**src/rtl/led_pkg.sv**
```systemverilog
// Shared definitions for the LED controller: I2C sequencer states and register map.
package led_pkg;

  typedef enum logic [2:0] {
    ST_IDLE,
    ST_ADDR,
    ST_PTR,
    ST_WDATA,
    ST_RDATA,
    ST_IGNORE
  } i2c_ctrl_state_t;

  localparam logic [6:0] DEV_ADDR_DEFAULT = 7'h62;

  // Control byte: bit 7 enables pointer auto-increment, bits 2:0 select the register.
  localparam int AI_BIT = 7;

  localparam logic [2:0] REG_MODE1  = 3'h0;
  localparam logic [2:0] REG_MODE2  = 3'h1;
  localparam logic [2:0] REG_PWM0   = 3'h2;
  localparam logic [2:0] REG_PWM1   = 3'h3;
  localparam logic [2:0] REG_PWM2   = 3'h4;
  localparam logic [2:0] REG_PWM3   = 3'h5;
  localparam logic [2:0] REG_GRPPWM = 3'h6;
  localparam logic [2:0] REG_LEDOUT = 3'h7;

  localparam int SLEEP_BIT = 4;

endpackage

```
**src/rtl/i2c_reg_ctrl.sv**
```systemverilog
// I2C transaction sequencer: decodes address/control bytes, keeps the register
// pointer and turns bus events into register write/read strobes.
module i2c_reg_ctrl
  import led_pkg::*;
#(
  parameter logic [6:0] DEV_ADDR = DEV_ADDR_DEFAULT,
  parameter int         ADDR_W   = 3,
  parameter int         DATA_W   = 8
) (
  input  logic              clk,
  input  logic              reset,
  input  logic              i2c_start,
  input  logic              i2c_stop,
  input  logic [DATA_W-1:0] i2c_byte,
  input  logic              i2c_byte_valid,
  output logic              i2c_ack,
  input  logic              tx_req,
  output logic [DATA_W-1:0] tx_byte,
  output logic              tx_valid,
  output logic [ADDR_W-1:0] reg_addr,
  output logic [DATA_W-1:0] reg_wdata,
  output logic              reg_write,
  output logic              reg_read,
  input  logic [DATA_W-1:0] reg_rdata,
  output logic              busy
);

  i2c_ctrl_state_t   state;
  logic [ADDR_W-1:0] ptr;
  logic              ai;
  logic              wr_vld_p0;
  logic              rd_vld_p0;
  logic              dmy_vld_p0;
  logic              tx_vld_p1;

  always_ff @(posedge clk) begin
    if (!reset) begin
      state      <= ST_IDLE;
      ptr        <= '0;
      ai         <= 1'b0;
      i2c_ack    <= 1'b0;
      tx_byte    <= '1;
      tx_vld_p1  <= 1'b0;
      wr_vld_p0  <= 1'b0;
      rd_vld_p0  <= 1'b0;
      dmy_vld_p0 <= 1'b0;
      reg_wdata  <= '0;
      busy       <= 1'b0;
    end else begin
      wr_vld_p0  <= 1'b0;
      rd_vld_p0  <= 1'b0;
      dmy_vld_p0 <= 1'b0;
      tx_vld_p1  <= 1'b0;

      // p0 -> p1: strobe cycle completes; advance pointer and return read data
      if (wr_vld_p0 && ai) ptr <= ptr + ADDR_W'(1);
      if (rd_vld_p0) begin
        tx_byte   <= reg_rdata;
        tx_vld_p1 <= 1'b1;
        if (ai) ptr <= ptr + ADDR_W'(1);
      end
      if (dmy_vld_p0) begin
        tx_byte   <= '1;
        tx_vld_p1 <= 1'b1;
      end

      // event decode -> p0: schedule strobes for the following cycle
      if (tx_req) begin
        if (state == ST_RDATA) rd_vld_p0  <= 1'b1;
        else                   dmy_vld_p0 <= 1'b1;
      end

      if (i2c_stop) begin
        state   <= ST_IDLE;
        busy    <= 1'b0;
        i2c_ack <= 1'b0;
      end else if (i2c_start) begin
        state   <= ST_ADDR;
        i2c_ack <= 1'b0;
      end else if (i2c_byte_valid) begin
        unique case (state)
          ST_IDLE: ;
          ST_ADDR: begin
            if (i2c_byte[7:1] == DEV_ADDR) begin
              i2c_ack <= 1'b1;
              busy    <= 1'b1;
              state   <= i2c_byte[0] ? ST_RDATA : ST_PTR;
            end else begin
              i2c_ack <= 1'b0;
              busy    <= 1'b0;
              state   <= ST_IGNORE;
            end
          end
          ST_PTR: begin
            ptr     <= i2c_byte[ADDR_W-1:0];
            ai      <= i2c_byte[AI_BIT];
            i2c_ack <= 1'b1;
            state   <= ST_WDATA;
          end
          ST_WDATA: begin
            wr_vld_p0 <= 1'b1;
            reg_wdata <= i2c_byte;
            i2c_ack   <= 1'b1;
          end
          ST_RDATA:  i2c_ack <= 1'b0;
          ST_IGNORE: i2c_ack <= 1'b0;
          default:   state   <= ST_IDLE;
        endcase
      end
    end
  end

  // Strobes are masked by reset so a reset landing on a strobe cycle emits nothing.
  assign reg_write = wr_vld_p0 & reset;
  assign reg_read  = rd_vld_p0 & reset;
  assign tx_valid  = tx_vld_p1;
  assign reg_addr  = ptr;

endmodule
```
**config.mk**
```make
export PLATFORM = sky130hd
export DESIGN_NAME = i2c_reg_ctrl
export DESIGN_NICKNAME = d
export VERILOG_FILES = /design/src/rtl/led_pkg.sv /design/src/rtl/i2c_reg_ctrl.sv
export SDC_FILE = /design/constraint.sdc
export NUM_CORES = 1
export LEC_CHECK = 0
export BUFFER_PORTS_ARGS = -buffer_cell sky130_fd_sc_hd__buf_4
export CAP_MARGIN = 40
export CORE_MARGIN = 1
export CORE_UTILIZATION = 45
export CTS_CLUSTER_DIAMETER = 80
export DETAILED_ROUTE_END_ITERATION = 10
export PLACE_DENSITY = 0.83
export SLEW_MARGIN = 40
export SYNTH_ARGS = -nofsm -noshare
export SYNTH_HDL_FRONTEND = slang
export SYNTH_SLANG_ARGS = --single-unit
```
**constraint.sdc**
```tcl
create_clock -name clk -period 2 [get_ports clk]
set_input_delay 0.2 -clock clk [delete_from_list [all_inputs] [get_ports clk]]
set_output_delay 0.2 -clock clk [all_outputs]
set_load 0.1 [all_outputs]
```
Word-level counts from Yosys, hierarchy flattened
Index checks and enable logic that the tools add are counted.
{ "word_totals": {"register_bits": 29, "in_bits": 22, "output_inout_bits": 24, "word_cells": 64} }
{ "op_classes": {"add_sub_neg": 1, "n_eq_ne": 7, "n_mux": 19, "bitwise_logic": 7, "n_reduce_logical": 18} }
{ "ops": {"columns": ["cell", "n"], "rows": [
  ["two-way mux 3 bit", 9],
  ["case mux 3 bit (3 select lines)", 1],
  ["two-way mux 1 bit", 8],
  ["AND reduction 2 bit", 4],
  ["AND reduction 4 bit", 2],
  ["OR reduction 2 bit", 4],
  ["OR reduction 4 bit", 2],
  ["== test 7 bit (second input constant)", 1],
  ["== test 3 x 2 -> 1 bit (second input constant)", 2],
  ["== test 3 bit (second input constant)", 2],
  ["inverter 1 bit", 5],
  ["adder 3 x 1 -> 3 bit (second input constant)", 1],
  ["== test 3 x 1 -> 1 bit (second input constant)", 1],
  ["logical NOT 3 bit", 1],
  ["case mux 1 bit (3 select lines)", 1],
  ["AND reduction 3 bit", 1],
  ["nonzero test 3 bit", 1],
  ["OR reduction 3 bit", 1],
  ["AND 1 bit", 2],
  ["inequality test 2 x 1 -> 1 bit (second input constant)", 1],
  ["nonzero test 2 bit", 1],
  ["logical AND 1 bit", 1]
]} }

Logic depth before layout (Yosys ltp)
Gate-level depths: netlist of the first run.
{ "depth": {"ltp_word": 8, "mapped_depth": 6, "mapped_depth_nobuf": 5} }

Worst setup path after synthesis of the first run
OpenSTA, ideal clock, no wires.
{ "synth_timing": {"path_kind": "flip-flop to output port", "from": "register rd_vld_p0", "to": "output reg_read", "arrival_time_ps": 1555, "required_time_ps": 1800, "slack_ps": 245, "stages_incl_launch_ff": 3, "path_cell_list": "dfxtp_1 > clkbuf_1 > and2_1"} }
{ "synth_via": {"elab_chain_cells": 1} }
{ "synth_lines": {"columns": ["item", "line_no", "text"], "rows": [
  ["start, declared", "i2c_reg_ctrl.sv:32", "logic rd_vld_p0;"],
  ["start signal, assigned", "i2c_reg_ctrl.sv:45", "rd_vld_p0 <= 1'b0;"],
  ["start signal, assigned", "i2c_reg_ctrl.sv:51", "rd_vld_p0 <= 1'b0;"],
  ["start signal, assigned", "i2c_reg_ctrl.sv:69", "if (state == ST_RDATA) rd_vld_p0 <= 1'b1;"],
  ["AND 1 bit", "i2c_reg_ctrl.sv:115", "assign reg_read = rd_vld_p0 & reset;"],
  ["end, declared", "i2c_reg_ctrl.sv:23", "output logic reg_read,"]
]} }
No other way between the ends.

Worst setup path after layout of the first run
{ "layout_timing": {"from": "register state[1]", "to": "register ptr[1] (netlist: reg_addr[1])"} }
{ "layout_via": {"elab_chain_cells": 5} }
{ "layout_lines": {"columns": ["item", "line_no", "text"], "rows": [
  ["start, declared", "i2c_reg_ctrl.sv:28", "i2c_ctrl_state_t state;"],
  ["start signal, assigned", "i2c_reg_ctrl.sv:87", "state <= i2c_byte[0] ? ST_RDATA : ST_PTR;"],
  ["== test 3 x 2 -> 1 bit", "i2c_reg_ctrl.sv:81", "unique case (state)"],
  ["two-way mux 3 bit", "i2c_reg_ctrl.sv:81", null],
  ["two-way mux 3 bit", "i2c_reg_ctrl.sv:80", "end else if (i2c_byte_valid) begin"],
  ["two-way mux 3 bit", "i2c_reg_ctrl.sv:77", "end else if (i2c_start) begin"],
  ["two-way mux 3 bit", "i2c_reg_ctrl.sv:73", "if (i2c_stop) begin"],
  ["end signal, assigned", "i2c_reg_ctrl.sv:56", "if (wr_vld_p0 && ai) ptr <= ptr + ADDR_W'(1);"],
  ["end signal, assigned", "i2c_reg_ctrl.sv:60", "if (ai) ptr <= ptr + ADDR_W'(1);"],
  ["end signal, assigned", "i2c_reg_ctrl.sv:95", "ptr <= i2c_byte[ADDR_W-1:0];"],
  ["end, declared", "i2c_reg_ctrl.sv:29", "logic [ADDR_W-1:0] ptr;"]
]} }
No other way between the ends.
A chain may end at the register's enable or synchronous reset.

==> run metrics, run 1 <==
largest net degree at the start of global routing=15; Sw Share=23.02%; CP endpoint=reg_addr[1]; Syn Area/Cell=9.403 um2; HPWL Detailed=2214 um; remaining antenna violation count after routing=0; Reg area=between 500 and 600 um2; drt via density=approximately 5.5; Mapped Nets=158; hold buffer count at CTS=0; f_max=about 630 MHz; antenna violations before repair=0; sequential share of power=57.2%; Worst EP arrival=~1.8 ns; post-synthesis sequential area ratio=46.08%; M3 GR Usage=~6.3%; Initial DRC Count=20; first-pass GRT wire length=between 4000 and 5000 um; Gate power share=about 8%; via count=around 1,100; DIE HEIGHT=54.92 um; DR WL/cell=approximately 14 um; kind of critical path=reg2reg; Internal=0.0007844 W; most frequent cells in the layout=buf_4 (47), dfxtp_1 (29), a21oi_1 (13); Yosys Warn Count=0; total power density per cell area=612.3 mW/mm2; Die X=54.92 um; vias in the first global route=approximately 1,000; Starting Density=around half; CTS tree=done; most common cell after layout, fill and taps aside=buf_4; Clock Tree Buf Depth=2; Rows=18; crit-path max FO=14; worst reg2reg endpoint=reg_addr[1]; Final #Nets=between 200 and 250; Synth area leader=dfxtp_1; total CTS buffers=5; n_diodes=0; worst-skew pair later-pin latency=around 0.32 ns; r2r setup slk=between 0.4 and 0.5 ns; multi-input logic area=626.9 um2; # DRC=0; leakage=0.6898 nW; Filler Cells Inserted=about 220; CTS root buffer=clkbuf_4; synthesized area=between 0.001 and 0.0015 mm2; R2R Path Start=state[1]; IO buf count=45; CTS sink cnt=29; Crit. Startpoint=state[1]; Final Max Slew Viols=0; Worst setup SP type=flop; Die ar.=~0.0030 mm2; 1st-pass router iterations=4; met1 usage=27.87%; unrepaired setup endpoints after global routing=no; grt total ovfl=0; synthesized instance count=134; status=finished, final reports clean; Synth cell types=39; Synth area leaders=dfxtp_1 (46%), mux2i_1 (7.1%), a21oi_1 (5.2%); Clk pwr share=between 30% and 40%; NetSw=0.0002346 W; H-tree depth=2; worst hold path type=in2reg; Worst-Margin Slew=0.5728 ns; gr busiest metal=met2; fin area=around 0.0017 mm2; Post-DP Area=0.001609 mm2; clock slew at reported path FFs=~0.09 ns; Area Growth Syn to Fin=32.08%; final hold vios=0; crit path time final=about 1.6 ns; gpl congestion=0.7373; Tcrit/Tclk final=between 70 and 80%; share of cells above drive strength 1=between 30% and 40%; io pins=46; # Max-Cap Violations=0; #FFs+latches synth=29; prevailing post-synth register cell=dfxtp_1; post-synth top area share=46.08%; Post-synth EDFFs=0; relative slew slack=61.73%; post-CTS resize count=0; R2R depth=3; Async SR Flop Fraction=0%; Worst VDD drop=roughly 530 uV; Critical Path RT=about 2.3 ns; Fin Clk Skew=~0.0048 ns; Setup TNS Final=0 ns; count of final setup violators=0; met2 Track Usage GR=34.54%; core area=approximately 0.0026 mm2; postcts setup bufs=0; all-layer global routing usage=between 20% and 30%; CP endpoint kind=flop; drt total wl=about 2900 um
[worst min path at each step]
stage | from | endpoint | slack, ns | cells past startpoint
floorplan | i2c_start | state[1] | 0.29 | 1
global placement | reg_rdata[0] | tx_byte[0] | 0.42 | 3
detailed placement | reg_rdata[1] | tx_byte[1] | 0.42 | 3
CTS | reg_rdata[1] | tx_byte[1] | 0.09 | 3
global route | reg_rdata[5] | tx_byte[5] | 0.09 | 3
finish | reg_rdata[4] | tx_byte[4] | 0.1 | 3
[power groups by stage]
stage / Sequential [W] / Clock [W] / Combinational, W
floorplan: 0.000603 / 0 / 0.0000285
global placement: 0.000597 / 0 / 0.0000797
detailed placement: 0.000597 / 0 / 0.0000819
CTS: 0.000583 / 0.000360 / 0.0000821
global route: 0.000584 / 0.000386 / 0.0000888
finish: 0.000583 / 0.000353 / 0.0000824
[layout make-up]
class	count	share of cell area, %
clock buffers	7	3.308
inverters	3	0.6767
flip-flops and latches	29	34.89
repair buffers	47	21.20
well taps	30	2.256
multi-input cells	94	37.67
[layer usage]
layer,vias to the layer above,share of wire [%]
met3,4,4.7
met1,522,46
met2,35,48
met4,0,1.1
li1,584,-
met5,-,0
[per-stage QoR]
step	power (W)	cells	setup WS (ns)	hold WS, ns	utilization [%]
after global placement	0.0006766	203	0.5130	0.4154	62.67
after CTS	0.001026	210	0.4149	0.08867	64.81
after global routing	0.001059	210	0.3243	0.08720	64.81
after floorplan	0.0006314	134	0.2448	0.2915	-
final	0.001019	210	0.4250	0.09873	64.81
after detailed placement	0.0006788	203	0.4374	0.4222	62.67
[cell usage after synthesis (all sizes together), types with 2 or more instances]
cell    count
xor2        2
dfxtp      29
o31ai       3
o311a       2
nand2b      2
nand4b      2
ha          2
nor2        6
clkbuf      6
mux2i       9
a21oi      13
o21ai      10
and4bb      2
inv         3
buf         2
and2        4
nand2      11
nand3       8
[flip-flops by register name, indices dropped and copies added, names as in the netlist]
signal	flops
ai	1
busy	1
dmy_vld_p0	1
i2c_ack	1
rd_vld_p0	1
reg_addr	3
reg_wdata	8
state	3
tx_byte	8
tx_valid	1
wr_vld_p0	1
[logic make-up (layout without fill, tap and decap cells)]
family	Yosys count	after routing	share of synthesized area (%)
AOI/OAI and AO/OA	36	36	17.78
DFF	29	29	46.08
xor gates and xnor gates	2	2	1.391
adders and majority gates	2	2	1.986
and+or+nand+nor	45	45	21.45
muxes	9	9	7.150
buffers and inverters	11	57	4.170
[worst max-delay path: stages (launching register included)]
cell and delay, ns:
dfxtp_1 0.49, or4b_4 0.60, or2_4 0.29, a21oi_1 0.13
Power figures use the tool's default switching activity.
==> inputs of run 2 (changes only) <==
--- a/config.mk
+++ b/config.mk
@@ -5,6 +5,7 @@
 export SDC_FILE = /design/constraint.sdc
 export NUM_CORES = 1
 export LEC_CHECK = 0
+export ABC_AREA = 1
 export BUFFER_PORTS_ARGS = -buffer_cell sky130_fd_sc_hd__buf_4
 export CAP_MARGIN = 40
 export CORE_MARGIN = 1
==> constraint.sdc (replaced) <==
create_clock -name clk -period 1.5 [get_ports clk]
set_input_delay 0.15 -clock clk [delete_from_list [all_inputs] [get_ports clk]]
set_output_delay 0.15 -clock clk [all_outputs]
set_load 0.1 [all_outputs]
==> run metrics, run 2 <==
f_max=about 710 MHz; CTS tree=done; prevailing post-synth register cell=dfxtp_1; CTS root buffer=clkbuf_4; Post-DP Area=0.001603 mm2 (-0.39%); antenna violations before repair=0 (unchanged); most frequent cells in the layout=buf_4 (47), nand2_1 (35), dfxtp_1 (27); hold buffer count at CTS=0 (unchanged); sequential share of power=54.5% (-2.7 points); delay-heaviest family, CP=buffers and inverters; most numerous cell in the Yosys netlist=nand2_1; all-layer global routing usage=22.21% (+0.19 points); io pins=46 (unchanged); Tcrit/Tclk final=between 90% and 100%; n_diodes=0 (unchanged); fin area=0.001677 mm2 (+0.75%); Critical path buffers and inverters=3 (+3); Worst VDD drop=639.6 uV (+20%); remaining antenna violation count after routing=0 (unchanged); Yosys Warn Count=0 (unchanged); Initial DRC Count=19 (-5.0%); Final #Nets=239 (+17%); Internal=0.001096 W (+40%); post-CTS resize count=0 (unchanged); worst-path cell chain=buf_4 > nand2_1 > inv_1 > buf_4; #FFs+latches synth=29 (unchanged); Filler Cells Inserted=227 (+2.3%); drt total wl=2879 um (-0.62%); Post-synth EDFFs=0 (unchanged); worst setup margin=0.09745 ns (-0.3276 ns); Synth cell types=23 (-41%); Clk pwr share=37.4% (+2.7 points); CTS sink cnt=29 (unchanged); # DRC=0 (unchanged); Clock Tree Buf Depth=2 (unchanged); worst-skew pair later-pin latency=0.33 ns (about the same); Worst-Margin Slew=0.4854 ns (-0.08740 ns); multi-input logic area=561.8 um2 (-10%); # Max-Cap Violations=0 (unchanged); kind of critical path=reg2out; post-synth top area share=47.11% (+1.0 points); leakage=0.8165 nW (+18%); synthesized area=0.001232 mm2 (-2.2%); Async SR Flop Fraction=0% (unchanged); core area=0.002522 mm2 (-1.8%); IO buf count=45 (unchanged); 1st-pass router iterations=4 (unchanged); Die X=54.33 um (-1.1%); Syn Area/Cell=7.515 um2 (-20%); CP endpoint kind=output pin; status=finished, final reports clean; Reg area=583.1 um2 (+0.43%); H-tree depth=2 (unchanged); first-pass GRT wire length=4554 um (-0.74%); Final Max Slew Viols=0 (unchanged); Synth area leader=dfxtp_1; most common cell after layout, fill and taps aside=buf_4; worst hold path type=in2reg; HPWL Detailed=2180 um (-1.6%); DR WL/cell=11.70 um (-15%); vias in the first global route=1,103 (+6.7%); Sw Share=23.27% (+0.25 points); crit path time final=around 1.4 ns; post-synthesis sequential area ratio=47.11% (+1.0 points); Mapped Nets=188 (+19%); Rows=18 (unchanged); count of final setup violators=0 (unchanged); r2r setup slk=0.11 ns (-0.32 ns); NetSw=0.0003325 W (+42%); gpl congestion=0.8772 (+19%); postcts setup bufs=0 (unchanged); largest net degree at the start of global routing=17 (+2); Critical Path RT=1.35 ns (-0.90 ns); Worst setup SP type=flop; total CTS buffers=5 (unchanged); grt total ovfl=0 (unchanged); Starting Density=48.86% (-0.21 points); relative slew slack=67.30% (+5.6 points); Area Growth Syn to Fin=36.04%; slowest stage delay, CP=0.34 ns (-0.26 ns); Post-Place Worst Slack=0.1319 ns (-0.3055 ns); clock slew at reported path FFs=0.09 ns (about the same); slowest cell on the critical path=dfxtp_1; synthesized instance count=164 (+22%); total power density per cell area=852.0 mW/mm2 (+39%); Die ar.=0.002952 mm2 (-2.1%); DIE HEIGHT=54.33 um (-1.1%); most frequent CP cell=buf_4; top post-synthesis cells by count=nand2_1 (35), dfxtp_1 (29), nor2_1 (23); Top Registers=reg_wdata (8), tx_byte (8); Worst EP arrival=1.25 ns (-0.57 ns); via count=1,248 (+9.0%); drt via density=5.073 (-7.0%); Gate power share=8.0% (about the same); share of cells above drive strength 1=31.02% (-1.8 points); final hold vios=0 (unchanged); Synth area leaders=dfxtp_1 (47%), nand2_1 (11%), nor2_1 (7.0%); Fin Clk Skew=0.002978 ns (-0.001829 ns); crit-path max FO=10 (-4)
-- run 2: changes by cell type after synthesis, sizes merged, moves of 7 or more --
| cell | change |
|---|---|
| o21ai | +8 |
| nand2 | +24 |
| nor2 | +17 |
| inv | +16 |
| nand3 | +7 |
| mux2i | -9 |
-- run 2: layer usage --
layer	wire length, um	global-route usage (%)	share of wire [%]	up-vias
li1	-	-	-	635
met4	87	11.11	3.0	0
met5	0	0	0	-
met1	1230	24.91	43	557
met2	1385	37.80	48	46
met3	176	6.667	6.1	10
-- run 2: cell type report --
type                            count  area share, %
Clock inverter                      1         0.2985
Timing Repair Buffer               47          21.04
Multi-Input combinational cell    113          33.51
Sequential cell                    29          34.78
Clock buffer                        7          3.881
Tap cell                           30          2.239
Inverter                           19          4.254
-- run 2: worst paths after layout --
| path | from | endpoint | cells after the start |
|---|---|---|---|
| worst max-delay path | rd_vld_p0 | reg_read | 4 |
| worst max register to register | state[2] | i2c_ack | 6 |
| worst min-delay path | reg_rdata[1] | tx_byte[1] | 3 |
| worst min register to register | dmy_vld_p0 | tx_valid | 2 |
-- run 2: kinds of logic (layout without fill, tap and decap cells) --
group / count (synthesis) / after routing / synth area share [%]
and+or+nand+nor: 77 / 77 / 27.31
AOI/OAI and AO/OA: 33 / 33 / 15.23
DFF: 29 / 29 / 47.11
buffers and inverters: 22 / 74 / 7.613
adders and majority gates: 2 / 2 / 2.030
xor gates and xnor gates: 1 / 1 / 0.7108
-- run 2: tightest hold or removal path, cell delays in order --
cell and delay, ns:
buf_4 0.08, nand2_1 0.04, nand3_1 0.06
-- run 2: power by group through the flow --
stage | clock [W] | sequential [W] | combinational, W
2_1_floorplan | 0 | 0.000810 | 0.0000392
3_3_place_gp | 0 | 0.000796 | 0.000110
3_5_place_dp | 0 | 0.000797 | 0.000114
4_1_cts | 0.000548 | 0.000779 | 0.000114
5_1_grt | 0.000588 | 0.000780 | 0.000125
6_report | 0.000535 | 0.000779 | 0.000115
-- run 2: stage by stage --
stage / power [W] / setup TNS, ns / util [%] / instances / hold slack [ns]
2_1_floorplan: 0.0008493 / 0 / - / 164 / 0.2670
3_3_place_gp: 0.0009063 / 0 / 63.54 / 238 / 0.3655
3_5_place_dp: 0.0009104 / 0 / 63.54 / 238 / 0.3754
4_1_cts: 0.001441 / 0 / 66.32 / 246 / 0.03228
5_1_grt: 0.001493 / -0.02212 / 66.47 / 246 / 0.02617
6_report: 0.001429 / 0 / 66.47 / 246 / 0.03494
==> inputs of run 3 (changes only) <==
==> constraint.sdc (replaced) <==
create_clock -name clk -period 1.35 [get_ports clk]
set_input_delay 0.135 -clock clk [delete_from_list [all_inputs] [get_ports clk]]
set_output_delay 0.135 -clock clk [all_outputs]
set_load 0.1 [all_outputs]
==> run metrics, run 3 (synthesized netlist as in run 2, its figures left out) <==
status=finished, final reports clean; Rows=18 (unchanged); Area Growth Syn to Fin=38.27%; via count=1,266 (+1.4%); f_max=approximately 770 MHz; Die ar.=0.002952 mm2 (unchanged); Die X=54.33 um (unchanged); Worst EP arrival=1.17 ns (-0.08 ns); gpl congestion=0.8758 (-0.16%); leakage=0.8085 nW (-0.98%); Critical Path RT=1.22 ns (-0.13 ns); most frequent cells in the layout=buf_4 (45), nand2_1 (34), nor2_1 (23); drt via density=5.126 (+1.0%); unrepaired setup endpoints after global routing=yes; Top Registers=reg_wdata (8), tx_byte (8); DR WL/cell=13.06 um (+12%); CP endpoint kind=output pin; Starting Density=48.86% (unchanged); HPWL Detailed=2426 um (+11%); # DRC=0 (unchanged); Worst-Margin Slew=0.4996 ns (+0.01412 ns); first-pass GRT wire length=5195 um (+14%); remaining antenna violation count after routing=0 (unchanged); Worst setup SP type=flop; core area=0.002522 mm2 (unchanged); multi-input logic area=564.3 um2 (+0.45%); n_diodes=0 (unchanged); most common cell after layout, fill and taps aside=buf_4; Fin Clk Skew=0.01494 ns (+0.01196 ns); vias in the first global route=1,196 (+8.4%); Reg area=591.8 um2 (+1.5%); Filler Cells Inserted=224 (-1.3%); DIE HEIGHT=54.33 um (unchanged); crit path time final=approximately 1.3 ns; H-tree depth=2 (unchanged); IO buf count=45 (unchanged); crit-path max FO=10 (unchanged); antenna violations before repair=0 (unchanged); Tcrit/Tclk final=between 90% and 100%; Clock Tree Buf Depth=2 (unchanged); worst-skew pair later-pin latency=0.34 ns (about the same); total placed cells including tap cells=239 (+0.42%); grt total ovfl=0 (unchanged); final hold vios=0 (unchanged); all-layer global routing usage=25.52% (+3.3 points); CTS sink cnt=29 (unchanged); 1st-pass router iterations=4 (unchanged); Worst VDD drop=771.3 uV (+21%); drt total wl=3226 um (+12%); Setup TNS Final=0 ns (unchanged); share of cells above drive strength 1=34.56% (+3.5 points); total power density per cell area=889.9 mW/mm2 (+4.4%); worst-path cell chain=buf_6 > nand2_2 > clkinvlp_4 > buf_12; slowest stage delay, CP=0.34 ns (about the same); Final Power=0.001516 W (+6.2%); Post-Place Worst Slack=0.006314 ns (-0.1255 ns); worst hold path type=in2reg; count of final setup violators=0 (unchanged); CTS tree=done; relative slew slack=66.57% (-0.72 points); io pins=46 (unchanged); total CTS buffers=5 (unchanged); # Max-Cap Violations=0 (unchanged); CTS root buffer=clkbuf_4; hold buffer count at CTS=0 (unchanged); Final #Nets=240 (+0.42%); clock slew at reported path FFs=0.11 ns (+0.02 ns); slowest cell on the critical path=dfxtp_2; worst hold slack=0.006117 ns (-0.02883 ns); largest net degree at the start of global routing=17 (unchanged); worst setup margin=0.04466 ns (-0.05279 ns); Initial DRC Count=23 (+4); Final Max Slew Viols=0 (unchanged); non-filler instance count after layout=247 (+0.41%); kind of critical path=reg2out
run 3: area by class of cell:
cell class	instances	area share, %
multi-input combinational	113	33.11
tap	30	2.203
clock inverter	3	1.028
clock buffer	5	2.203
inverter	19	4.405
timing repair buffer	48	22.32
sequential	29	34.73
run 3: per-layer routing:
metal  GRT usage [%]  wire (um)  up-vias
met3           5.833        141        8
li1                -          -      637
met4           14.10         55        0
met2           44.11       1686       33
met1           28.64       1344      588
met5               0          0        -
run 3: path summary, 6_finish.rpt:
check / start / to / slack (ns) / depth (start not counted)
setup / recovery: rd_vld_p0 / reg_read / 0.04 / 4
hold / removal: reg_rdata[4] / tx_byte[4] / 0.006 / 3
setup reg to reg: state[2] / i2c_ack / 0.10 / 6
hold reg to reg: state[2] / dmy_vld_p0 / 0.48 / 1
run 3: repair_timing:
| action | in CTS | in global routing |
|---|---|---|
| pin swaps | 0 | 1 |
| buffers inserted | 0 | 0 |
| resized for setup | 5 | 8 |
| setup endpoints to repair | 2 | 14 |
run 3: per-stage QoR:
stage               area, um2  util (%)
floorplan                1240         -
global placement         1615     64.04
detailed placement       1615     64.04
CTS                      1687     66.87
global route             1704     67.56
finish                   1704     67.56
run 3: worst max-delay path, delay by kind of cell (launching register included):
| family | cells | cell delay, ns |
|---|---|---|
| buffers and inverters | 3 | 0.41 |
| flip-flops | 1 | 0.34 |
| AND/OR/NAND/NOR | 1 | 0.08 |
run 3: power by group:
part	total (W)	switching (W)	internal (W)	leakage [nW]
Clock	0.000523	0.000327	0.000196	0.0310
Combinational	0.000129	0.0000727	0.0000566	0.539
Sequential	0.000864	0.00000543	0.000859	0.238
Total	0.00152	0.000405	0.00111	0.809
